==> config.mk <==
export PLATFORM = sky130hd
export DESIGN_NAME = clk_gen_multi
export DESIGN_NICKNAME = d
export VERILOG_FILES = /design/src/rtl/clk_gen_multi.sv
export SDC_FILE = /design/constraint.sdc
export NUM_CORES = 1
export LEC_CHECK = 0
export ABC_AREA = 1
export BUFFER_PORTS_ARGS = -buffer_cell sky130_fd_sc_hd__buf_4
export CAP_MARGIN = 20
export CORE_MARGIN = 2
export CORE_UTILIZATION = 44
export DETAILED_ROUTE_END_ITERATION = 16
export PLACE_DENSITY = 0.57
export RECOVER_POWER = 25
export SLEW_MARGIN = 5
export SYNTH_ARGS = -nofsm -noshare
export SYNTH_HDL_FRONTEND = slang
export SYNTH_SLANG_ARGS = --single-unit
==> constraint.sdc <==
create_clock -name clk -period 2.27 [get_ports clk]
set_input_delay 0.1135 -clock clk [delete_from_list [all_inputs] [get_ports clk]]
set_output_delay 0.1135 -clock clk [all_outputs]
set_load 0.03 [all_outputs]
==> src/rtl/clk_gen_multi.sv <==
// rtl/clk_gen_multi.sv - multi-channel programmable clock generator
// Each channel runs an IDLE/PHASE/HIGH/LOW FSM off shadowed high/low/phase counts.
module clk_gen_multi #(
  parameter int CH = 4,
  parameter int CNT_W = 8,
  localparam int CW = (CH > 1) ? $clog2(CH) : 1
) (
  input  logic             clk,
  input  logic             rst_n,
  input  logic             run,
  input  logic             cfg_wr,
  input  logic [CW-1:0]    cfg_ch,
  input  logic [CNT_W-1:0] cfg_high,
  input  logic [CNT_W-1:0] cfg_low,
  input  logic [CNT_W-1:0] cfg_phase,
  output logic [CH-1:0]    clk_out,
  output logic [CH-1:0]    rise_pulse,
  output logic             busy
);

  typedef enum logic [1:0] {IDLE, PHASE, HIGH, LOW} state_t;

  state_t           state_q  [CH];
  state_t           state_d  [CH];
  logic [CNT_W-1:0] cnt_q    [CH];
  logic [CNT_W-1:0] cnt_d    [CH];
  logic             stop_q   [CH];
  logic             stop_d   [CH];
  logic             reload   [CH];
  logic [CNT_W-1:0] sh_high  [CH];
  logic [CNT_W-1:0] sh_low   [CH];
  logic [CNT_W-1:0] sh_phase [CH];
  logic [CNT_W-1:0] act_high [CH];
  logic [CNT_W-1:0] act_low  [CH];
  logic             run_q;
  logic             armed_q;
  logic             start;

  // Counts of 0 behave as 1; the counter holds remaining cycles minus one.
  function automatic logic [CNT_W-1:0] len_m1(input logic [CNT_W-1:0] v);
    return (v == '0) ? '0 : v - CNT_W'(1);
  endfunction

  // armed_q blocks a start until run has been seen low after reset.
  assign start = run & ~run_q & armed_q;

  always_comb begin
    for (int i = 0; i < CH; i++) begin
      state_d[i] = state_q[i];
      cnt_d[i]   = cnt_q[i];
      stop_d[i]  = stop_q[i];
      reload[i]  = 1'b0;
      case (state_q[i])
        IDLE: begin
          stop_d[i] = 1'b0;
          if (start) begin
            reload[i] = 1'b1;
            if (sh_phase[i] == '0) begin
              state_d[i] = HIGH;
              cnt_d[i]   = len_m1(sh_high[i]);
            end else begin
              state_d[i] = PHASE;
              cnt_d[i]   = sh_phase[i] - CNT_W'(1);
            end
          end
        end
        PHASE: begin
          if (!run) begin
            state_d[i] = IDLE;
            cnt_d[i]   = '0;
          end else if (cnt_q[i] == '0) begin
            state_d[i] = HIGH;
            cnt_d[i]   = len_m1(act_high[i]);
          end else begin
            cnt_d[i] = cnt_q[i] - CNT_W'(1);
          end
        end
        HIGH: begin
          // A stop seen anywhere in HIGH is remembered so a quick re-raise of run cannot extend it.
          if (!run) stop_d[i] = 1'b1;
          if (cnt_q[i] == '0) begin
            if (!run || stop_q[i]) begin
              state_d[i] = IDLE;
              cnt_d[i]   = '0;
              stop_d[i]  = 1'b0;
            end else begin
              state_d[i] = LOW;
              cnt_d[i]   = len_m1(act_low[i]);
            end
          end else begin
            cnt_d[i] = cnt_q[i] - CNT_W'(1);
          end
        end
        LOW: begin
          if (!run) begin
            state_d[i] = IDLE;
            cnt_d[i]   = '0;
          end else if (cnt_q[i] == '0) begin
            reload[i]  = 1'b1;
            state_d[i] = HIGH;
            cnt_d[i]   = len_m1(sh_high[i]);
          end else begin
            cnt_d[i] = cnt_q[i] - CNT_W'(1);
          end
        end
        default: begin
          state_d[i] = IDLE;
          cnt_d[i]   = '0;
        end
      endcase
    end
  end

  always_ff @(posedge clk or negedge rst_n) begin
    if (!rst_n) begin
      run_q      <= 1'b0;
      armed_q    <= 1'b0;
      clk_out    <= '0;
      rise_pulse <= '0;
      for (int i = 0; i < CH; i++) begin
        state_q[i]  <= IDLE;
        cnt_q[i]    <= '0;
        stop_q[i]   <= 1'b0;
        sh_high[i]  <= CNT_W'(1);
        sh_low[i]   <= CNT_W'(1);
        sh_phase[i] <= '0;
        act_high[i] <= CNT_W'(1);
        act_low[i]  <= CNT_W'(1);
      end
    end else begin
      run_q   <= run;
      armed_q <= armed_q | ~run;
      for (int i = 0; i < CH; i++) begin
        state_q[i]    <= state_d[i];
        cnt_q[i]      <= cnt_d[i];
        stop_q[i]     <= stop_d[i];
        clk_out[i]    <= (state_d[i] == HIGH);
        rise_pulse[i] <= (state_d[i] == HIGH) && (state_q[i] != HIGH);
        // Reload samples the pre-write shadow, so a same-edge write lands one period later.
        if (reload[i]) begin
          act_high[i] <= sh_high[i];
          act_low[i]  <= sh_low[i];
        end
        if (cfg_wr && cfg_ch == CW'(i)) begin
          sh_high[i]  <= cfg_high;
          sh_low[i]   <= cfg_low;
          sh_phase[i] <= cfg_phase;
        end
      end
    end
  end

  always_comb begin
    busy = 1'b0;
    for (int i = 0; i < CH; i++) busy = busy | (state_q[i] != IDLE);
  end

endmodule

==> results of run 1 <==
[kinds of logic after synthesis]
kind of cell               count (synthesis)  synth area share [%]
and+or+nand+nor                          862                  27.6
AOI/OAI and AO/OA                        366                  15.2
buffers and inverters                    290                  8.64
DFF                                      214                  40.4
xor gates and xnor gates                  47                  3.09
adders and majority gates                 52                  4.89
muxes                                      1                0.0846
[Yosys cell counts, types with 4 or more instances]
| cell type | number |
|---|---|
| nor2_2 | 11 |
| a21oi_2 | 8 |
| dfstp_2 | 16 |
| inv_1 | 228 |
| xnor2_1 | 13 |
| o211ai_1 | 9 |
| ha_1 | 52 |
| xor2_1 | 34 |
| o21ai_0 | 201 |
| a32oi_1 | 4 |
| nand3_1 | 132 |
| nor2_1 | 165 |
| inv_2 | 10 |
| nor2_4 | 6 |
| nand2_1 | 484 |
| nor3_1 | 17 |
| dfrtp_1 | 198 |
| clkbuf_1 | 23 |
| a21oi_1 | 80 |
| buf_2 | 17 |
| o22ai_1 | 7 |
| buf_6 | 4 |
| nand3b_1 | 4 |
| a31oi_1 | 6 |
| o21ai_2 | 9 |
| o31ai_1 | 6 |
| o21ai_1 | 19 |
| o2111ai_1 | 4 |
| or2_2 | 7 |
| nand4_1 | 22 |
[worst min-delay path by stage]
| stage | endpoint | slack [ps] |
|---|---|---|
| after floorplan | act_high[10]$_DFFE_PN0P_ | -180 |
| after global placement | act_high[21]$_DFFE_PN0P_ | 70 |
| after detailed placement | act_low[21]$_DFFE_PN0P_ | 70 |
| after CTS | sh_high[23]$_DFFE_PN0P_ | 5 |
| after global routing | sh_high[8]$_DFFE_PN1P_ | 10 |
| final | sh_high[23]$_DFFE_PN0P_ | 20 |
[through the flow]
step / total power [mW] / hold slack [ps] / util (%) / worst slack, ps
final: 16.7 / 23.2 / 51.2 / 212
after global routing: 18.1 / 11.2 / 51.2 / 9.42
after CTS: 16.8 / 4.56 / 51.1 / 98.4
after detailed placement: 12.2 / 71.8 / 47.4 / 104
after global placement: 12.1 / 71.7 / 47.4 / 205
after floorplan: 10.3 / -182 / - / 501
[area by class of cell]
type	count	area (µm²)	area share, %
tap	390	488	3.21
multi-input combinational	1328	6780	44.6
clock buffer	34	719	4.73
sequential	214	5380	35.4
timing repair buffer	85	728	4.79
inverter	242	917	6.03
clock inverter	11	191	1.26
[metal layers]
layer	track usage [%]	routed length, µm	part of all wire [%]
met1	34.5	17800	49
met2	37.9	16300	44
met3	3.02	1620	4.4
met4	6.76	903	2.5
met5	0	0	0
[sequential cells by signal, indices dropped and copies added (netlist names)]
signal and flops:
act_high 32, act_low 32, cnt_q 32, sh_high 32, sh_low 32, sh_phase 32, state_q 8, clk_out 4
rise_pulse 4, stop_q 4, armed_q 1, run_q 1
[timing repair]
action,CTS,global route
resized for setup,0,2
setup endpoints to repair,0,6
hold buffers,19,0
hold endpoints to repair,250,0
[report_power, final]
| group | internal, mW | switching [mW] | total [mW] |
|---|---|---|---|
| clock | 2.78 | 1.65 | 4.43 |
| combinational | 2.34 | 4.33 | 6.67 |
| sequential | 4.81 | 0.766 | 5.57 |
| total | 9.93 | 6.74 | 16.7 |
[worst reg2reg max path: cells and delay by family (launching register included)]
family	cells	cell delay, ps
DFF	1	390
AOI/OAI and AO/OA	2	180
buffers and inverters	5	710
adders and majority gates	1	150
and+or+nand+nor	4	550
==> metrics.txt, run 1 <==
outcome=complete, no violations; Max Cap Violations=0; Crit. Startpoint=cnt_q[24]$_DFFE_PN0P_; most common library cell in the layout ignoring fill and taps=nand2_1; DRC Markers=0; kind of end point of the critical path=flip-flop; GR Overflow Total=0; number of flops mapped to enable cells by yosys=0; layout cells sized above 1=10.1%; Initial Utilization=44.8%; post-synthesis average cell area=7.26 µm²; WL final=36600 µm; Post-CTS Setup Repair Bufs=0; clk_skew=12.9 ps; Power per Cell Area=1100 nW/µm²; die width=178 µm; die outline area=31600 µm²; area delta synth->final=14.3%; cell depth of the worst setup path=12; Final Max Tran Viols=0; Netlist Area Pre-Place=13300 µm²; maximum number of pins on one net before global-route repair=65; Die Height=178 µm; critical-path cell with the highest stage delay=dfrtp_1; type of element launching the critical path=flip-flop; Synth top area share=37.2%; commonest cells after routing, fill and taps aside=nand2_1, inv_1, o21ai_0; sum of net half-perimeters after detailed placement=27200 µm; Max Buffers Root-to-Sink=3; biggest area consumer among synthesized cells=dfrtp_1; relative slew slack=4.20%; number of instances in the synthesized netlist=1832; average wire length per cell after detail routing=15.9 µm; Via-to-Cell Ratio=5.16; CTS tree=yes; Synth Warn #=0; Critical Setup Path Class=flip-flop to flip-flop; unrepaired setup endpoints after global routing=no; register area share after synthesis=40.4%; clk sink count=214; total CTS buffers=25; antenna-violating nets left=0; clock latency at the later pin of the worst-skew pair=520 ps; Finished Layout Cells=2304; highest cell delay on the worst timing path=390 ps; number of storage elements in the synthesis netlist=214; Clock transition at path regs=60 ps; Floorplan Core Area=29700 µm²; number of buffers and inverters on the critical path=5; setup slack on the worst flop-to-flop path=210 ps; async set-or-reset flop fraction in the synthesized netlist=100%; Worst Path Max Fanout=16; hold path cells=3; prevailing post-synth register cell=dfrtp_1; accumulated negative setup slack=0 ps; Reg-to-Reg End=rise_pulse[0]$_DFF_PN0_; count of input and output buffers=38; via total after detailed routing=11892; slew at the pin closest to its max-slew limit=1440 ps; worst path cell trace=inv_1, ha_1, inv_1, nor3_1, nand2_2, buf_4, inv_2, buf_4, a21oi_1, o211ai_1, nand2_1, nor3_2; static leakage=7.49 nW; startpoint of the worst hold path=cfg_high[7]; Achievable Freq=486 MHz; Netlist cell types=53; worst setup path endpoint=rise_pulse[0]$_DFF_PN0_; period utilisation layout=90.7%; final setup violation count=0; number of antenna violations at the first check in global routing=0; required time of the worst setup path=2700 ps; worst reg-to-reg path cell count=12; Initial DRT Pass Iterations=7; vias in the first global route=11370; cell at the root of the clock tree=clkbuf_16; dominant delay contributor by cell family on the critical path=buffers and inverters; leading post-synthesis cells by cell area=dfrtp_1, nand2_1, o21ai_0; number of rows in the core area=63; area of all placed cells without fillers=15200 µm²; RePlAce Congestion=0.923; number of placed I/O pins=39; IR drop worst, VDD=0.000616 V; violation count after the first detailed-route iteration=950; worst r2r src=cnt_q[24]$_DFFE_PN0P_; Final Hold Viols=0; nets in the synthesized netlist=1914; shortest period the worst path allows=2060 ps; fillers=2976; Hold WC Path Type=input pin to flip-flop; cell area reported after detailed placement=14100 µm²; total global routing track utilization=24.0%; number of diodes=0; H-tree Lvls=1; number of placed cells counting well taps=2239; Worst EP arrival=2490 ps; Nets=1978; first-pass GRT wire length=59900 µm
Power figures use the tool's default switching activity.
==> run 2: changes to the inputs <==
--- a/config.mk
+++ b/config.mk
@@ -8,10 +8,12 @@
 export ABC_AREA = 1
 export BUFFER_PORTS_ARGS = -buffer_cell sky130_fd_sc_hd__buf_4
 export CAP_MARGIN = 20
+export CELL_PAD_IN_SITES_DETAIL_PLACEMENT = 1
+export CELL_PAD_IN_SITES_GLOBAL_PLACEMENT = 1
 export CORE_MARGIN = 2
 export CORE_UTILIZATION = 44
 export DETAILED_ROUTE_END_ITERATION = 16
-export PLACE_DENSITY = 0.57
+export PLACE_DENSITY = 0.74
 export RECOVER_POWER = 25
 export SLEW_MARGIN = 5
 export SYNTH_ARGS = -nofsm -noshare
==> constraint.sdc (replaced) <==
create_clock -name clk -period 2.27 [get_ports clk]
set_input_delay 0.227 -clock clk [delete_from_list [all_inputs] [get_ports clk]]
set_output_delay 0.227 -clock clk [all_outputs]
set_load 0.03 [all_outputs]
==> run 2 against run 1 <==
Effect of this change:
- the flow now finishes with violations (capacitance limit, slew limit)
- core utilization fell by 0.51 points
- clock power fell by 5.6%
- worst setup slack got worse by 1.1 ps
- maximum frequency barely moved
- first-iteration DRC count fell by 23%
==> metrics.txt, run 2 (synthesis results as in run 1) <==
internal power of the cells=9.65 mW; end point of the most critical hold path=sh_phase[10]$_DFFE_PN0P_; sequential cell area in the final layout=5380 µm²; Worst EP arrival=1830 ps; Reg-to-Reg End=rise_pulse[3]$_DFF_PN0_; Via-to-Cell Ratio=5.38; slew at the pin closest to its max-slew limit=1710 ps; Crit. Startpoint=state_q[7]$_DFF_PN0_; share of power burned in registers=33.5%; average wire length per cell after detail routing=18.5 µm; Worst Path Max Fanout=7; Achievable Freq=486 MHz; outcome=finished with violations; worst reg-to-reg path cell count=11; final setup violation count=0; type of element launching the critical path=flip-flop; unrepaired setup endpoints after global routing=no; accumulated negative setup slack=0 ps; Logic pwr share=41.6%; worst r2r src=cnt_q[0]$_DFFE_PN0P_; number of placed I/O pins=39; most common library cell in the layout ignoring fill and taps=nand2_1; violation count after the first detailed-route iteration=733; clk sink count=214; commonest cells after routing, fill and taps aside=nand2_1, inv_1, o21ai_0; area of the multi-input gates=6780 µm²; portion of total power attributed to the clock network=24.9%; Initial Utilization=44.8%; CTS tree=yes; first-pass GRT wire length=68800 µm; relative slew slack=-14.0%; switching power of the nets=7.09 mW; WL final=42600 µm; antenna-violating nets left=0; number of antenna violations at the first check in global routing=2; Max Cap Violations=1; IR drop worst, VDD=0.000611 V; maximum number of pins on one net before global-route repair=67; violations in the final reports=capacitance limit, slew limit; fin util=50.6%; Power per Cell Area=1110 nW/µm²; Critical Setup Path Class=flip-flop to output pin; area delta synth->final=13.1%; required time of the worst setup path=2040 ps; sum of net half-perimeters after detailed placement=32100 µm; static leakage=7.44 nW; kind of end point of the critical path=output pin; Max Buffers Root-to-Sink=3; shortest period the worst path allows=2060 ps; total global routing track utilization=27.7%; Initial DRT Pass Iterations=5; number of rows in the core area=63; total power=16.7 mW; DRC Markers=0; Clock transition at path regs=60 ps; GR Overflow Total=0; period utilisation layout=90.7%; cell at the root of the clock tree=clkbuf_16; total CTS buffers=26; vias in the first global route=12686; switching share of power=42.4%; Post-CTS Setup Repair Bufs=0; count of input and output buffers=38; RePlAce Congestion=0.907; setup slack on the worst flop-to-flop path=230 ps; Nets=1969; die outline area=31600 µm²; Die Height=178 µm; startpoint of the worst hold path=cfg_phase[2]; fillers=3828; Floorplan Core Area=29700 µm²; clock latency at the later pin of the worst-skew pair=540 ps; clk_skew=15.2 ps; Final Max Tran Viols=64; die width=178 µm; Final Hold Viols=0; Hold WC Path Type=input pin to flip-flop; via total after detailed routing=12369; layout cells sized above 1=10.5%; H-tree Lvls=1; hold path cells=3
[run 2: final cells by class]
class	count	area share [%]
multi-input cells	1328	45.1
clock buffers	39	5.19
repair buffers	75	4.10
diodes	2	0.0333
inverters	242	6.13
clock inverters	9	0.516
well taps	390	3.24
flip-flops and latches	214	35.7
[run 2: power by group through the flow]
stage / combinational (mW) / sequential (mW) / clock [mW]
after detailed placement: 6.87 / 5.65 / 0
after floorplan: 4.80 / 5.48 / 0
after CTS: 6.93 / 5.60 / 4.25
after global routing: 7.90 / 5.74 / 4.39
final: 6.96 / 5.61 / 4.18
after global placement: 6.67 / 5.61 / 0
[run 2: worst max path at each step]
stage                                to  cells after the start  slack (ps)
2_1_floorplan   act_low[17]$_DFFE_PN0P_                     10         500
3_3_place_gp    rise_pulse[3]$_DFF_PN0_                     11         140
3_5_place_dp   act_high[28]$_DFFE_PN0P_                      6          80
4_1_cts        act_high[28]$_DFFE_PN0P_                      6          60
5_1_grt           cnt_q[31]$_DFFE_PN0P_                     13          30
6_report                           busy                      5         210
[run 2: what timing repair did]
| item | 4_1_cts | 5_1_grt |
|---|---|---|
| endpoints found under the setup margin | 0 | 8 |
| gates resized for setup | 0 | 6 |
| endpoints found under the hold margin | 58 | 0 |
| hold buffers | 2 | 0 |
[run 2: routing by layer]
layer  part of all wire [%]  GRT usage [%]  vias to the layer above  routed length [µm]
met5                  0.063              0                        -                  27
met4                    2.1           6.35                        4                 876
met3                    3.8           3.77                       61                1610
met2                     49           47.8                      173               20700
met1                     46           36.7                     6088               19400
li1                       -              -                     6043                   -
[run 2: critical path: stages (launching register included)]
cell and delay (ps):
dfrtp_1 430, inv_1 120, ha_1 190, buf_4 210
nand4_1 140, buf_4 200
[run 2: metrics by stage]
| stage | cells | worst slack [ps] | area, µm² | hold WS [ps] |
|---|---|---|---|---|
| floorplan | 1832 | 501 | 13300 | -68.6 |
| global placement | 2246 | 145 | 14200 | 251 |
| detailed placement | 2246 | 80.9 | 14200 | 251 |
| CTS | 2296 | 62.5 | 15000 | 76.8 |
| global route | 2297 | 25.2 | 15000 | 93.9 |
| finish | 2299 | 211 | 15000 | 88.7 |
